==> config.mk <==
export PLATFORM = sky130hd
export DESIGN_NAME = mdio_responder_flat
export DESIGN_NICKNAME = d
export VERILOG_FILES = /design/src/rtl/mdio_responder_if.sv /design/src/rtl/mdio_responder.sv /design/src/flat_wrapper.sv
export SDC_FILE = /design/constraint.sdc
export NUM_CORES = 1
export LEC_CHECK = 0
export CORE_MARGIN = 2
export CORE_UTILIZATION = 35
export CTS_BUF_LIST = sky130_fd_sc_hd__clkbuf_8
export DETAILED_ROUTE_END_ITERATION = 10
export SLEW_MARGIN = 40
export SYNTH_ARGS = -nofsm -noshare
export SYNTH_HDL_FRONTEND = slang
export SYNTH_SLANG_ARGS = --single-unit
==> constraint.sdc <==
create_clock -name clk_i -period 2.55 [get_ports clk_i]
set_clock_uncertainty 0.2 [all_clocks]
set_input_delay 0.765 -clock clk_i [delete_from_list [all_inputs] [get_ports clk_i]]
set_output_delay 0.765 -clock clk_i [all_outputs]
set_load 0.05 [all_outputs]
==> src/rtl/mdio_responder_if.sv <==
// Pin-level and register-event signals of the MDIO responder, grouped as one bundle.
// The slave modport is the responder side; the master modport is the MAC/bench side.
interface mdio_responder_if;
  logic        mdc_i;
  logic        mdio_i;
  logic        mdio_o;
  logic        mdio_oen_o;
  logic [15:0] status_i;
  logic        wr_valid_o;
  logic [4:0]  wr_addr_o;
  logic [15:0] wr_data_o;
  logic        rd_valid_o;

  modport slave (
    input  mdc_i, mdio_i, status_i,
    output mdio_o, mdio_oen_o, wr_valid_o, wr_addr_o, wr_data_o, rd_valid_o
  );

  modport master (
    output mdc_i, mdio_i, status_i,
    input  mdio_o, mdio_oen_o, wr_valid_o, wr_addr_o, wr_data_o, rd_valid_o
  );
endinterface

==> src/rtl/mdio_responder.sv <==
// Clause-22 MDIO target: oversamples MDC/MDIO on clk_i, decodes frames for PhyAddr
// and serves a 32x16 register file (reg1 live status, reg2/3 PHY ID, reg0 soft reset).
//
// state      | meaning
// PREAMBLE   | counting consecutive 1s, waiting for the 0 of the start field
// START      | expecting the 1 of the start field
// OP         | shifting in the 2-bit opcode
// PHYAD      | shifting in the 5-bit PHY address
// REGAD      | shifting in the 5-bit register address, then accept or reject
// TA         | turnaround; a read drives 0 here, a write ignores two bits
// DATA       | reads drive 16 bits then release; writes shift in 16 bits
// SKIP       | frame not for us: consume TA + data without driving
module mdio_responder #(
  parameter logic [4:0]  PhyAddr     = 5'd1,
  parameter int unsigned SyncDepth   = 2,
  parameter int unsigned PreambleLen = 32,
  parameter int unsigned IdleTimeout = 1024,
  parameter logic [15:0] Reg0Reset   = 16'h1140,
  parameter logic [15:0] PhyId1      = 16'h0141,
  parameter logic [15:0] PhyId2      = 16'h0CC2
) (
  input logic             clk_i,
  input logic             rst_ni,
  mdio_responder_if.slave bus
);

  localparam int unsigned PW = $clog2(PreambleLen + 1);
  localparam int unsigned IW = $clog2(IdleTimeout + 1);
  localparam logic [PW-1:0] PreMax  = PW'(PreambleLen);
  localparam logic [IW-1:0] IdleMax = IW'(IdleTimeout);

  typedef enum logic [2:0] {
    S_PREAMBLE, S_START, S_OP, S_PHYAD, S_REGAD, S_TA, S_DATA, S_SKIP
  } state_e;

  logic [SyncDepth-1:0] mdc_sync_q, mdio_sync_q;
  logic                 mdc_prev_q;
  logic                 mdc_s, bit_s, rise;
  logic [IW-1:0]        idle_cnt_q;
  logic                 idle_to;

  state_e        state_q, state_d;
  logic [4:0]    bit_cnt_q, bit_cnt_d;
  logic [PW-1:0] pre_cnt_q, pre_cnt_d;
  logic [1:0]    op_q, op_d;
  logic [4:0]    phy_q, phy_d;
  logic [4:0]    regad_q, regad_d;
  logic [15:0]   shift_q, shift_d;
  logic          is_rd_q, is_rd_d;
  logic          oen_q, oen_d;
  logic          mdo_q, mdo_d;
  logic          rd_pulse, wr_commit, writable;
  logic [4:0]    regad_full;
  logic [15:0]   wdata_full, rd_value;
  logic          wr_valid_q, rd_valid_q;
  logic [4:0]    wr_addr_q;
  logic [15:0]   wr_data_q;
  logic [15:0]   regs_q [32];

  assign mdc_s = mdc_sync_q[SyncDepth-1];
  assign bit_s = mdio_sync_q[SyncDepth-1];
  assign rise  = mdc_s & ~mdc_prev_q;

  always_ff @(posedge clk_i or negedge rst_ni) begin
    if (!rst_ni) begin
      mdc_sync_q  <= '0;
      mdio_sync_q <= '0;
      mdc_prev_q  <= 1'b0;
      idle_cnt_q  <= '0;
    end else begin
      mdc_sync_q  <= {mdc_sync_q[SyncDepth-2:0], bus.mdc_i};
      mdio_sync_q <= {mdio_sync_q[SyncDepth-2:0], bus.mdio_i};
      mdc_prev_q  <= mdc_s;
      if (rise) idle_cnt_q <= '0;
      else if (idle_cnt_q != IdleMax) idle_cnt_q <= idle_cnt_q + 1'b1;
    end
  end

  assign idle_to = (idle_cnt_q == IdleMax);

  assign regad_full = {regad_q[3:0], bit_s};
  assign wdata_full = {shift_q[14:0], bit_s};
  assign writable   = (regad_q != 5'd1) && (regad_q != 5'd2) && (regad_q != 5'd3);

  always_comb begin
    case (regad_full)
      5'd1:    rd_value = bus.status_i;
      5'd2:    rd_value = PhyId1;
      5'd3:    rd_value = PhyId2;
      default: rd_value = regs_q[regad_full];
    endcase
  end

  always_ff @(posedge clk_i or negedge rst_ni) begin
    if (!rst_ni) begin
      state_q   <= S_PREAMBLE;
      bit_cnt_q <= '0;
      pre_cnt_q <= '0;
      op_q      <= '0;
      phy_q     <= '0;
      regad_q   <= '0;
      shift_q   <= '0;
      is_rd_q   <= 1'b0;
      oen_q     <= 1'b1;
      mdo_q     <= 1'b0;
    end else begin
      state_q   <= state_d;
      bit_cnt_q <= bit_cnt_d;
      pre_cnt_q <= pre_cnt_d;
      op_q      <= op_d;
      phy_q     <= phy_d;
      regad_q   <= regad_d;
      shift_q   <= shift_d;
      is_rd_q   <= is_rd_d;
      oen_q     <= oen_d;
      mdo_q     <= mdo_d;
    end
  end

  always_comb begin
    state_d   = state_q;
    bit_cnt_d = bit_cnt_q;
    pre_cnt_d = pre_cnt_q;
    op_d      = op_q;
    phy_d     = phy_q;
    regad_d   = regad_q;
    shift_d   = shift_q;
    is_rd_d   = is_rd_q;
    oen_d     = oen_q;
    mdo_d     = mdo_q;
    rd_pulse  = 1'b0;
    wr_commit = 1'b0;
    if (rise) begin
      case (state_q)
        S_PREAMBLE: begin
          // Counter saturates at PreMax, so equality covers "at least PreambleLen".
          if (bit_s) begin
            if (pre_cnt_q != PreMax) pre_cnt_d = pre_cnt_q + 1'b1;
          end else if (pre_cnt_q == PreMax) begin
            state_d   = S_START;
            pre_cnt_d = '0;
          end else begin
            pre_cnt_d = '0;
          end
        end
        S_START: begin
          bit_cnt_d = '0;
          state_d   = bit_s ? S_OP : S_PREAMBLE;
        end
        S_OP: begin
          op_d = {op_q[0], bit_s};
          if (bit_cnt_q == 5'd1) begin
            state_d   = S_PHYAD;
            bit_cnt_d = '0;
          end else begin
            bit_cnt_d = bit_cnt_q + 5'd1;
          end
        end
        S_PHYAD: begin
          phy_d = {phy_q[3:0], bit_s};
          if (bit_cnt_q == 5'd4) begin
            state_d   = S_REGAD;
            bit_cnt_d = '0;
          end else begin
            bit_cnt_d = bit_cnt_q + 5'd1;
          end
        end
        S_REGAD: begin
          regad_d = regad_full;
          if (bit_cnt_q == 5'd4) begin
            bit_cnt_d = '0;
            if (((op_q == 2'b10) || (op_q == 2'b01)) && (phy_q == PhyAddr)) begin
              state_d = S_TA;
              is_rd_d = (op_q == 2'b10);
              if (op_q == 2'b10) begin
                shift_d  = rd_value;
                rd_pulse = 1'b1;
              end
            end else begin
              state_d = S_SKIP;
            end
          end else begin
            bit_cnt_d = bit_cnt_q + 5'd1;
          end
        end
        S_TA: begin
          if (is_rd_q) begin
            oen_d     = 1'b0;
            mdo_d     = 1'b0;
            state_d   = S_DATA;
            bit_cnt_d = '0;
          end else if (bit_cnt_q == 5'd1) begin
            state_d   = S_DATA;
            bit_cnt_d = '0;
          end else begin
            bit_cnt_d = bit_cnt_q + 5'd1;
          end
        end
        S_DATA: begin
          if (is_rd_q) begin
            if (bit_cnt_q == 5'd16) begin
              oen_d   = 1'b1;
              mdo_d   = 1'b0;
              state_d = S_PREAMBLE;
            end else begin
              mdo_d     = shift_q[15];
              shift_d   = {shift_q[14:0], 1'b0};
              bit_cnt_d = bit_cnt_q + 5'd1;
            end
          end else begin
            shift_d = wdata_full;
            if (bit_cnt_q == 5'd15) begin
              wr_commit = 1'b1;
              state_d   = S_PREAMBLE;
            end else begin
              bit_cnt_d = bit_cnt_q + 5'd1;
            end
          end
        end
        S_SKIP: begin
          if (bit_cnt_q == 5'd17) state_d = S_PREAMBLE;
          else bit_cnt_d = bit_cnt_q + 5'd1;
        end
        default: state_d = S_PREAMBLE;
      endcase
    end else if (idle_to && (state_q != S_PREAMBLE)) begin
      state_d   = S_PREAMBLE;
      pre_cnt_d = '0;
      oen_d     = 1'b1;
      mdo_d     = 1'b0;
    end
  end

  // Soft reset via reg0[15] clears storage; reg0 comes back with bit 15 low.
  always_ff @(posedge clk_i or negedge rst_ni) begin
    if (!rst_ni) begin
      for (int i = 0; i < 32; i++) regs_q[i] <= '0;
      regs_q[0] <= Reg0Reset;
    end else if (wr_commit && writable) begin
      if ((regad_q == 5'd0) && wdata_full[15]) begin
        for (int i = 0; i < 32; i++) regs_q[i] <= '0;
        regs_q[0] <= Reg0Reset & 16'h7FFF;
      end else begin
        regs_q[regad_q] <= wdata_full;
      end
    end
  end

  always_ff @(posedge clk_i or negedge rst_ni) begin
    if (!rst_ni) begin
      wr_valid_q <= 1'b0;
      rd_valid_q <= 1'b0;
      wr_addr_q  <= '0;
      wr_data_q  <= '0;
    end else begin
      wr_valid_q <= wr_commit && writable;
      rd_valid_q <= rd_pulse;
      if (wr_commit && writable) begin
        wr_addr_q <= regad_q;
        wr_data_q <= wdata_full;
      end
    end
  end

  assign bus.mdio_o     = mdo_q;
  assign bus.mdio_oen_o = oen_q;
  assign bus.wr_valid_o = wr_valid_q;
  assign bus.wr_addr_o  = wr_addr_q;
  assign bus.wr_data_o  = wr_data_q;
  assign bus.rd_valid_o = rd_valid_q;

endmodule

==> src/flat_wrapper.sv <==
// flat-port wrapper written by rule: the top's interface ports become plain ports
module mdio_responder_flat 
#(
  parameter logic [4:0]  PhyAddr     = 5'd1,
  parameter int unsigned SyncDepth   = 2,
  parameter int unsigned PreambleLen = 32,
  parameter int unsigned IdleTimeout = 1024,
  parameter logic [15:0] Reg0Reset   = 16'h1140,
  parameter logic [15:0] PhyId1      = 16'h0141,
  parameter logic [15:0] PhyId2      = 16'h0CC2
)
  (clk_i, rst_ni, bus_mdc_i, bus_mdio_i, bus_status_i, bus_mdio_o, bus_mdio_oen_o, bus_wr_valid_o, bus_wr_addr_o, bus_wr_data_o, bus_rd_valid_o);
  mdio_responder_if bus_i ();
  input logic clk_i;
  input logic rst_ni;
  input wire logic [$bits(bus_i.mdc_i)-1:0] bus_mdc_i;
  input wire logic [$bits(bus_i.mdio_i)-1:0] bus_mdio_i;
  input wire logic [$bits(bus_i.status_i)-1:0] bus_status_i;
  output wire logic [$bits(bus_i.mdio_o)-1:0] bus_mdio_o;
  output wire logic [$bits(bus_i.mdio_oen_o)-1:0] bus_mdio_oen_o;
  output wire logic [$bits(bus_i.wr_valid_o)-1:0] bus_wr_valid_o;
  output wire logic [$bits(bus_i.wr_addr_o)-1:0] bus_wr_addr_o;
  output wire logic [$bits(bus_i.wr_data_o)-1:0] bus_wr_data_o;
  output wire logic [$bits(bus_i.rd_valid_o)-1:0] bus_rd_valid_o;
  assign bus_i.mdc_i = bus_mdc_i;
  assign bus_i.mdio_i = bus_mdio_i;
  assign bus_i.status_i = bus_status_i;
  assign bus_mdio_o = bus_i.mdio_o;
  assign bus_mdio_oen_o = bus_i.mdio_oen_o;
  assign bus_wr_valid_o = bus_i.wr_valid_o;
  assign bus_wr_addr_o = bus_i.wr_addr_o;
  assign bus_wr_data_o = bus_i.wr_data_o;
  assign bus_rd_valid_o = bus_i.rd_valid_o;
  mdio_responder #(.PhyAddr(PhyAddr), .SyncDepth(SyncDepth), .PreambleLen(PreambleLen), .IdleTimeout(IdleTimeout), .Reg0Reset(Reg0Reset), .PhyId1(PhyId1), .PhyId2(PhyId2)) u_core (.clk_i(clk_i), .rst_ni(rst_ni), .bus(bus_i));
endmodule
==> impl_metrics.json, run 1 <==
{
  "status": "finished clean",
  "rows": 101,
  "initial_core_util_pct": 35.2,
  "die_x_um": 280,
  "grt_pass1_vias": 20400,
  "max_stage_delay_ps": 350,
  "die_y_um": 280,
  "path_buf_inv": 4,
  "wl_per_cell_um": 25.9,
  "async_flop_share_pct": 100,
  "crit_arrival_ps": 2940,
  "crit_path_top_delay_cell": "dfrtp_1",
  "cp_cell_sequence": "ha_2 > and3_4 > ha_4 > nand2b_4 > a2111oi_4 > buf_12 > buf_12 > nand3b_4 > buf_12 > nor2_4 > buf_12 > a22o_1",
  "cp-end-kind": "register",
  "crit_type": "reg -> reg",
  "synth_edf_count": 0,
  "pre_cts_ws_ps": -43.2,
  "htree_levels": 3,
  "synth_top_flop_cell": "dfrtp_1",
  "maxClockFrequency_mhz": 396,
  "synth_seq_cells": 593,
  "synth_nets": 2033,
  "fin_crit_ps": 2520,
  "overflow": 0,
  "grt_pass1_wl_mm": 130,
  "ios": 45,
  "p_per_area_nw_per_um2": 567,
  "netlist_instances": 2004,
  "io_buffers": 44,
  "grt_setup_unrepaired": "yes",
  "finalSetupViolCount": 0,
  "hold_class": "reg -> reg",
  "fill_cells": 6812,
  "yosysUniqueCellTypes": 72,
  "clock_sinks": 593,
  "dieArea_um2": 78300,
  "grt_max_degree": 80,
  "period_share_pct": 98.9,
  "routed_wl_mm": 83.8,
  "cp.required_ps": 2960,
  "peakVddDrop_v": 0.000327,
  "syn_area_per_cell_um2": 13.3,
  "syn_area_um2": 26600,
  "drcViolationCount": 0,
  "report.final.hold_viol_count": 0,
  "fin_setup_tns_ps": 0,
  "cp-start-kind": "register",
  "cpMostUsedCell": "buf_12",
  "fin_nets": 2215,
  "grt_usage_pct": 21.6,
  "cts_tree": "built",
  "drt_pre_antenna_iters": 5,
  "ys_seq_area_share_pct": 55.8,
  "crit_family": "buffers and inverters",
  "tightest_slew_ps": 805,
  "critical_path.max_fanout": 16,
  "drv_cap": 0,
  "drt.antenna.violating_nets": 0,
  "antenna_found_initial": 4,
  "ys_warn_count": 0,
  "cts-buffers-inserted": 97,
  "vias_per_cell": 6.03,
  "drt-initial-drc-count": 1974,
  "fin_total_pwr_uw": 18500,
  "finalWorstSetupSlack_ps": 27.1,
  "vias": 19500,
  "gp_congestion": 0.880,
  "syn_to_final_growth_pct": 22.5,
  "worstSkewPairLatency_ps": 720,
  "leakagePower_uw": 0.0148,
  "core_um2": 75600,
  "hpwl_mm": 53.4,
  "drive_gt1_share_pct": 27.7,
  "clk_path_buf_depth": 3,
  "clkTransAtPathRegs_ps": 60,
  "cts_root_buf": "clkbuf_8",
  "whs_ps": 155,
  "finalMaxSlewViolations": 0,
  "slew_headroom_pct": 46.3
}
## Yosys cell counts (all sizes together), types with 8 or more instances
cell type	instances	area share, %
buf	75	1.4
nor4	8	0.19
o21ai	60	1.1
a22o	448	15
nand2	50	0.71
a22oi	21	0.59
nor2	108	2.1
a211oi	16	0.45
o22ai	12	0.28
xor2	8	0.26
mux4	118	10
nand3	26	0.58
and3	12	0.28
mux2i	29	1.1
o22a	8	0.26
nor2b	57	1.3
nor3	11	0.21
nand2b	23	0.54
a21oi	9	0.17
mux2	44	1.9
ha	9	0.42
a31oi	22	0.52
dfrtp	589	55
o41ai	9	0.30
clkbuf	123	1.7
inv	18	0.25
## per-stage QoR
stage	area (um^2)	cells	util, %
after floorplan	26900	2004	-
after global placement	30200	3049	40.0
after detailed placement	30200	3049	40.0
after CTS	32400	3233	42.9
after global routing	32600	3241	43.2
final	32600	3242	43.2
## kinds of logic after synthesis
kind of cell / share of synthesized area, %
AOI/OAI and AO/OA: 20.0
DFF: 55.8
and+or+nand+nor: 7.16
buffers and inverters: 3.40
muxes: 12.9
xor gates and xnor gates: 0.329
adders and majority gates: 0.423
## state kept, by name (all words and copies together) (netlist names), 2 cells and up
register              flops
u_core.bus.wr_addr_o      5
u_core.state_q            3
u_core.regad_q            5
u_core.phy_q              5
u_core.idle_cnt_q        11
u_core.regs_q           509
u_core.pre_cnt_q          6
u_core.bit_cnt_q          5
u_core.mdc_sync_q         2
u_core.bus.wr_data_o     16
u_core.mdio_sync_q        2
u_core.shift_q           16
u_core.op_q               2
## power breakdown
part	internal, uW	total [uW]	switching [uW]	leakage, uW
Combinational	231	601	370	0.00541
Clock	4510	8430	3920	0.00114
Sequential	9440	9470	35.0	0.00820
Total	14200	18500	4320	0.0148
## layer usage
metal  vias to the layer above  global-route usage [%]  part of all wire, %
li1                       8121                       -                    -
met1                     10300                    30.6                   44
met2                       892                    33.0                   46
met3                       189                    3.99                  7.4
met4                         4                    8.08                  3.5
met5                         -                       0                0.032
## worst paths after layout
| kind | depth (start not counted) | slack, ps | endpoint | start |
|---|---|---|---|---|
| setup / recovery | 12 | 30 | u_core.regs_q[337]$_DFFE_PN0P_ | u_core.bit_cnt_q[1]$_DFFE_PN0P_ |
| hold / removal | 0 | 160 | u_core.mdio_sync_q[1]$_DFF_PN0_ | u_core.mdio_sync_q[0]$_DFF_PN0_ |
| setup reg to reg | 12 | 30 | u_core.regs_q[337]$_DFFE_PN0P_ | u_core.bit_cnt_q[1]$_DFFE_PN0P_ |
| hold reg to reg | 0 | 160 | u_core.mdio_sync_q[1]$_DFF_PN0_ | u_core.mdio_sync_q[0]$_DFF_PN0_ |
| max in group asynchronous | 4 | 950 | u_core.regs_q[45]$_DFFE_PN0P_ | rst_ni |
| min in group asynchronous | 2 | 320 | u_core.idle_cnt_q[1]$_DFFE_PN0P_ | rst_ni |
## placed cells by master, fill, tap and decap left out, drive strengths merged, types with 7 or more instances in the layout
cell type	netlist	final
ha	9	9
o22a	8	8
o21ai	60	60
nand3	26	26
dfrtp	589	589
a22oi	21	21
and3	12	12
a31oi	22	22
clkdlybuf4s15	0	14
clkinv	0	14
nand2	50	50
o211ai	7	7
o41ai	9	9
xor2	8	8
nor3	11	11
clkbuf	123	130
mux4	118	118
mux2	44	44
nor4	8	8
nor2	108	108
nor2b	57	57
a22o	448	448
inv	18	49
o22ai	12	12
buf	75	243
a211oi	16	16
a21oi	9	9
clkdlybuf4s50	0	18
nand2b	23	23
mux2i	29	29
o2bb2ai	7	7
## worst reg2reg max path: cells and delay by family (launching register included)
family	cells	cell delay, ps
buf+inv	4	640
compound gates	2	420
flops	1	350
simple gates	4	490
fa+ha+maj	2	340
## layout make-up
| class | instances | area [um^2] | share of cell area, % |
|---|---|---|---|
| flip-flops and latches | 593 | 14900 | 45.5 |
| multi-input cells | 1195 | 11100 | 33.9 |
| repair buffers | 281 | 3420 | 10.5 |
| clock buffers | 126 | 1730 | 5.32 |
| well taps | 978 | 1220 | 3.75 |
| clock inverters | 49 | 239 | 0.733 |
| inverters | 18 | 67.6 | 0.207 |
| diodes | 2 | 5.00 | 0.0153 |
## repair_timing
| action | 4_1_cts | 5_1_grt |
|---|---|---|
| cloned | 1 | 3 |
| pin swaps | 1 | 2 |
| hold buffers | 1 | 0 |
| buffers inserted | 7 | 4 |
| endpoints found under the hold margin | 41 | 0 |
| gates resized for setup | 46 | 19 |
| endpoints found under the setup margin | 260 | 242 |
Power figures use the tool's default switching activity.
==> run 2: changes to the inputs <==
--- a/config.mk
+++ b/config.mk
@@ -5,10 +5,14 @@
 export SDC_FILE = /design/constraint.sdc
 export NUM_CORES = 1
 export LEC_CHECK = 0
+export CELL_PAD_IN_SITES_DETAIL_PLACEMENT = 1
+export CELL_PAD_IN_SITES_GLOBAL_PLACEMENT = 1
 export CORE_MARGIN = 2
 export CORE_UTILIZATION = 35
 export CTS_BUF_LIST = sky130_fd_sc_hd__clkbuf_8
 export DETAILED_ROUTE_END_ITERATION = 10
+export PLACE_DENSITY_LB_ADDON = 0.1
+export REMOVE_ABC_BUFFERS = 1
 export SLEW_MARGIN = 40
 export SYNTH_ARGS = -nofsm -noshare
 export SYNTH_HDL_FRONTEND = slang
==> constraint.sdc (replaced) <==
create_clock -name clk_i -period 2.8 [get_ports clk_i]
set_clock_uncertainty 0.2 [all_clocks]
set_input_delay 0.84 -clock clk_i [delete_from_list [all_inputs] [get_ports clk_i]]
set_output_delay 0.84 -clock clk_i [all_outputs]
set_load 0.05 [all_outputs]
==> run 2 against run 1 <==
- non-clock buffer count is 28 lower
- clock power shrank 3.6%
- core utilization is 0.93 points lower
- global-route usage increased by 2.7 points
- first-iteration DRC count shrank 27%
- maximum frequency fell by 7.6%
- sequential power decreased by 8.9%
- total power fell by 6.5%
- worst setup slack better by 42 ps
- count of clock-buffer cells in the layout increased by 10
- critical path type unchanged
==> impl_metrics.json, run 2 (synthesis gave the netlist of run 1 again) <==
{
  "core_um2": 75600,
  "die_x_um": 280,
  "critical_path.max_fanout": 23,
  "clkTransAtPathRegs_ps": 60,
  "hpwl_mm": 58.2,
  "r2r-start": "u_core.mdio_sync_q[1]$_DFF_PN0_",
  "grt_usage_pct": 24.2,
  "fin_nets": 2195,
  "drt.antenna.violating_nets": 0,
  "io_buffers": 44,
  "cp.required_ps": 3190,
  "dieArea_um2": 78300,
  "tightest_slew_ps": 817,
  "vias": 19300,
  "max_stage_delay_ps": 540,
  "status": "finished clean",
  "cts_tree": "built",
  "syn_to_final_growth_pct": 19.9,
  "post-route-util_pct": 42.2,
  "cp-end-kind": "register",
  "instances_no_fill": 3224,
  "slew_headroom_pct": 45.5,
  "die_y_um": 280,
  "power_switching_uw": 4100,
  "grt_pass1_vias": 20600,
  "wl_per_cell_um": 29.1,
  "fin_crit_ps": 2730,
  "place_inst": 3027,
  "crit_path_top_delay_cell": "dfrtp_4",
  "drive_gt1_share_pct": 25.5,
  "p_int_uw": 13200,
  "clkPwrFrac_pct": 47.0,
  "drt_pre_antenna_iters": 4,
  "mostFrequentLayoutCell": "dfrtp_1",
  "worstSkewPairLatency_ps": 720,
  "cp_cell_sequence": "buf_12 > mux4_2 > mux2i_1 > buf_4 > o2bb2ai_1 > buf_4 > o41ai_1 > o22a_1",
  "largest_reg_flops": 509,
  "vias_per_cell": 6.00,
  "placed_cell_area_um2": 29600,
  "largest_register": "u_core.regs_q",
  "crit_start": "u_core.mdio_sync_q[1]$_DFF_PN0_",
  "seq_area_um2": 14900,
  "clock_sinks": 593,
  "routed_wl_mm": 93.9,
  "clk_path_buf_depth": 3,
  "cp-start-kind": "register",
  "antenna_found_initial": 2,
  "leakagePower_uw": 0.0146,
  "p_sw_share_pct": 23.7,
  "hold_class": "reg -> reg",
  "grt_pass1_wl_mm": 141,
  "ios": 45,
  "whs_ps": 158,
  "p_per_area_nw_per_um2": 542,
  "power_frac_seq_pct": 49.9,
  "peakVddDrop_v": 0.000301,
  "crit_arrival_ps": 3120,
  "fill_cells": 7717,
  "maxClockFrequency_mhz": 366,
  "cts-buffers-inserted": 105,
  "drt-initial-drc-count": 1440,
  "initial_core_util_pct": 35.2,
  "fin_area_um2": 31900,
  "final_cell_mix": "583 x dfrtp_1, 448 x a22o_1, 151 x buf_4",
  "grt_max_degree": 76,
  "cpMostUsedCell": "buf_4",
  "finalSetupViolCount": 0,
  "finalMaxSlewViolations": 0,
  "r2r_setup_slack_ps": 70,
  "drcViolationCount": 0,
  "p_comb_share_pct": 3.1,
  "htree_levels": 3,
  "report.final.hold_viol_count": 0,
  "cts_root_buf": "clkbuf_8",
  "grt_setup_unrepaired": "no",
  "drv_cap": 0,
  "crit_type": "reg -> reg",
  "overflow": 0,
  "rows": 101,
  "multi_input_area_um2": 10900,
  "gp_congestion": 0.831,
  "period_share_pct": 97.5,
  "min_from": "u_core.mdio_sync_q[0]$_DFF_PN0_",
  "fin_total_pwr_uw": 17300
}
-- run 2: cell count changes in the layout (fill, tap and decap cells not counted), sizes merged --
cell	delta
buf	-35
dlygate4sd2	+23
clkdlybuf4s15	-14
inv	+11
clkinv	-10
clkbuf	+8
diode	-1
-- run 2: final timing paths --
kind / end / depth (start not counted)
max in group asynchronous: u_core.mdio_sync_q[1]$_DFF_PN0_ / 3
worst min-delay path: u_core.mdio_sync_q[1]$_DFF_PN0_ / 0
worst max register to register: u_core.shift_q[14]$_DFFE_PN0P_ / 8
worst max-delay path: u_core.shift_q[14]$_DFFE_PN0P_ / 8
min in group asynchronous: u_core.regs_q[110]$_DFFE_PN0P_ / 2
worst min register to register: u_core.mdio_sync_q[1]$_DFF_PN0_ / 0
-- run 2: worst max-delay path, delay by kind of cell (launching register included) --
kind / cells / cell delay [ps]
AO/OA/AOI/OAI: 3 / 410
buffers and inverters: 3 / 570
multiplexers: 2 / 850
flip-flops: 1 / 540
-- run 2: through the flow --
step           setup slack, ps  setup TNS [ps]
3_5_place_dp             -24.7           -40.9
2_1_floorplan            -4740        -1660570
3_3_place_gp             -15.0           -15.0
4_1_cts                   3.29               0
5_1_grt                   1.38               0
6_report                  69.0               0
-- run 2: layout make-up --
cell class	count	area share (%)
inverters	18	0.212
flip-flops and latches	593	46.6
clock inverters	50	0.769
clock buffers	136	5.87
repair buffers	253	8.57
diodes	1	0.00784
multi-input cells	1195	34.2
well taps	978	3.83
-- run 2: metal layers --
metal	GRT usage [%]	wire (um)	vias up
met5	0	0	-
li1	-	-	8075
met1	34.8	42700	10500
met2	36.7	42700	587
met3	4.74	5750	151
met4	8.30	2830	0
-- run 2: power by group through the flow --
stage               Combinational (uW)  Clock (uW)  Sequential [uW]
floorplan                          151           0             8820
global placement                   538           0             8780
detailed placement                 548           0             8790
CTS                                554        8380             8630
global route                       607        8760             8630
finish                             541        8130             8630
-- run 2: repair_timing --
action | in CTS | in global routing
gates resized for setup | 30 | 4
gates cloned | 0 | 2
pin swaps | 0 | 1
setup endpoints to repair | 28 | 381
hold buffers | 1 | 0
buffers inserted | 0 | 7
endpoints found under the hold margin | 29 | 0
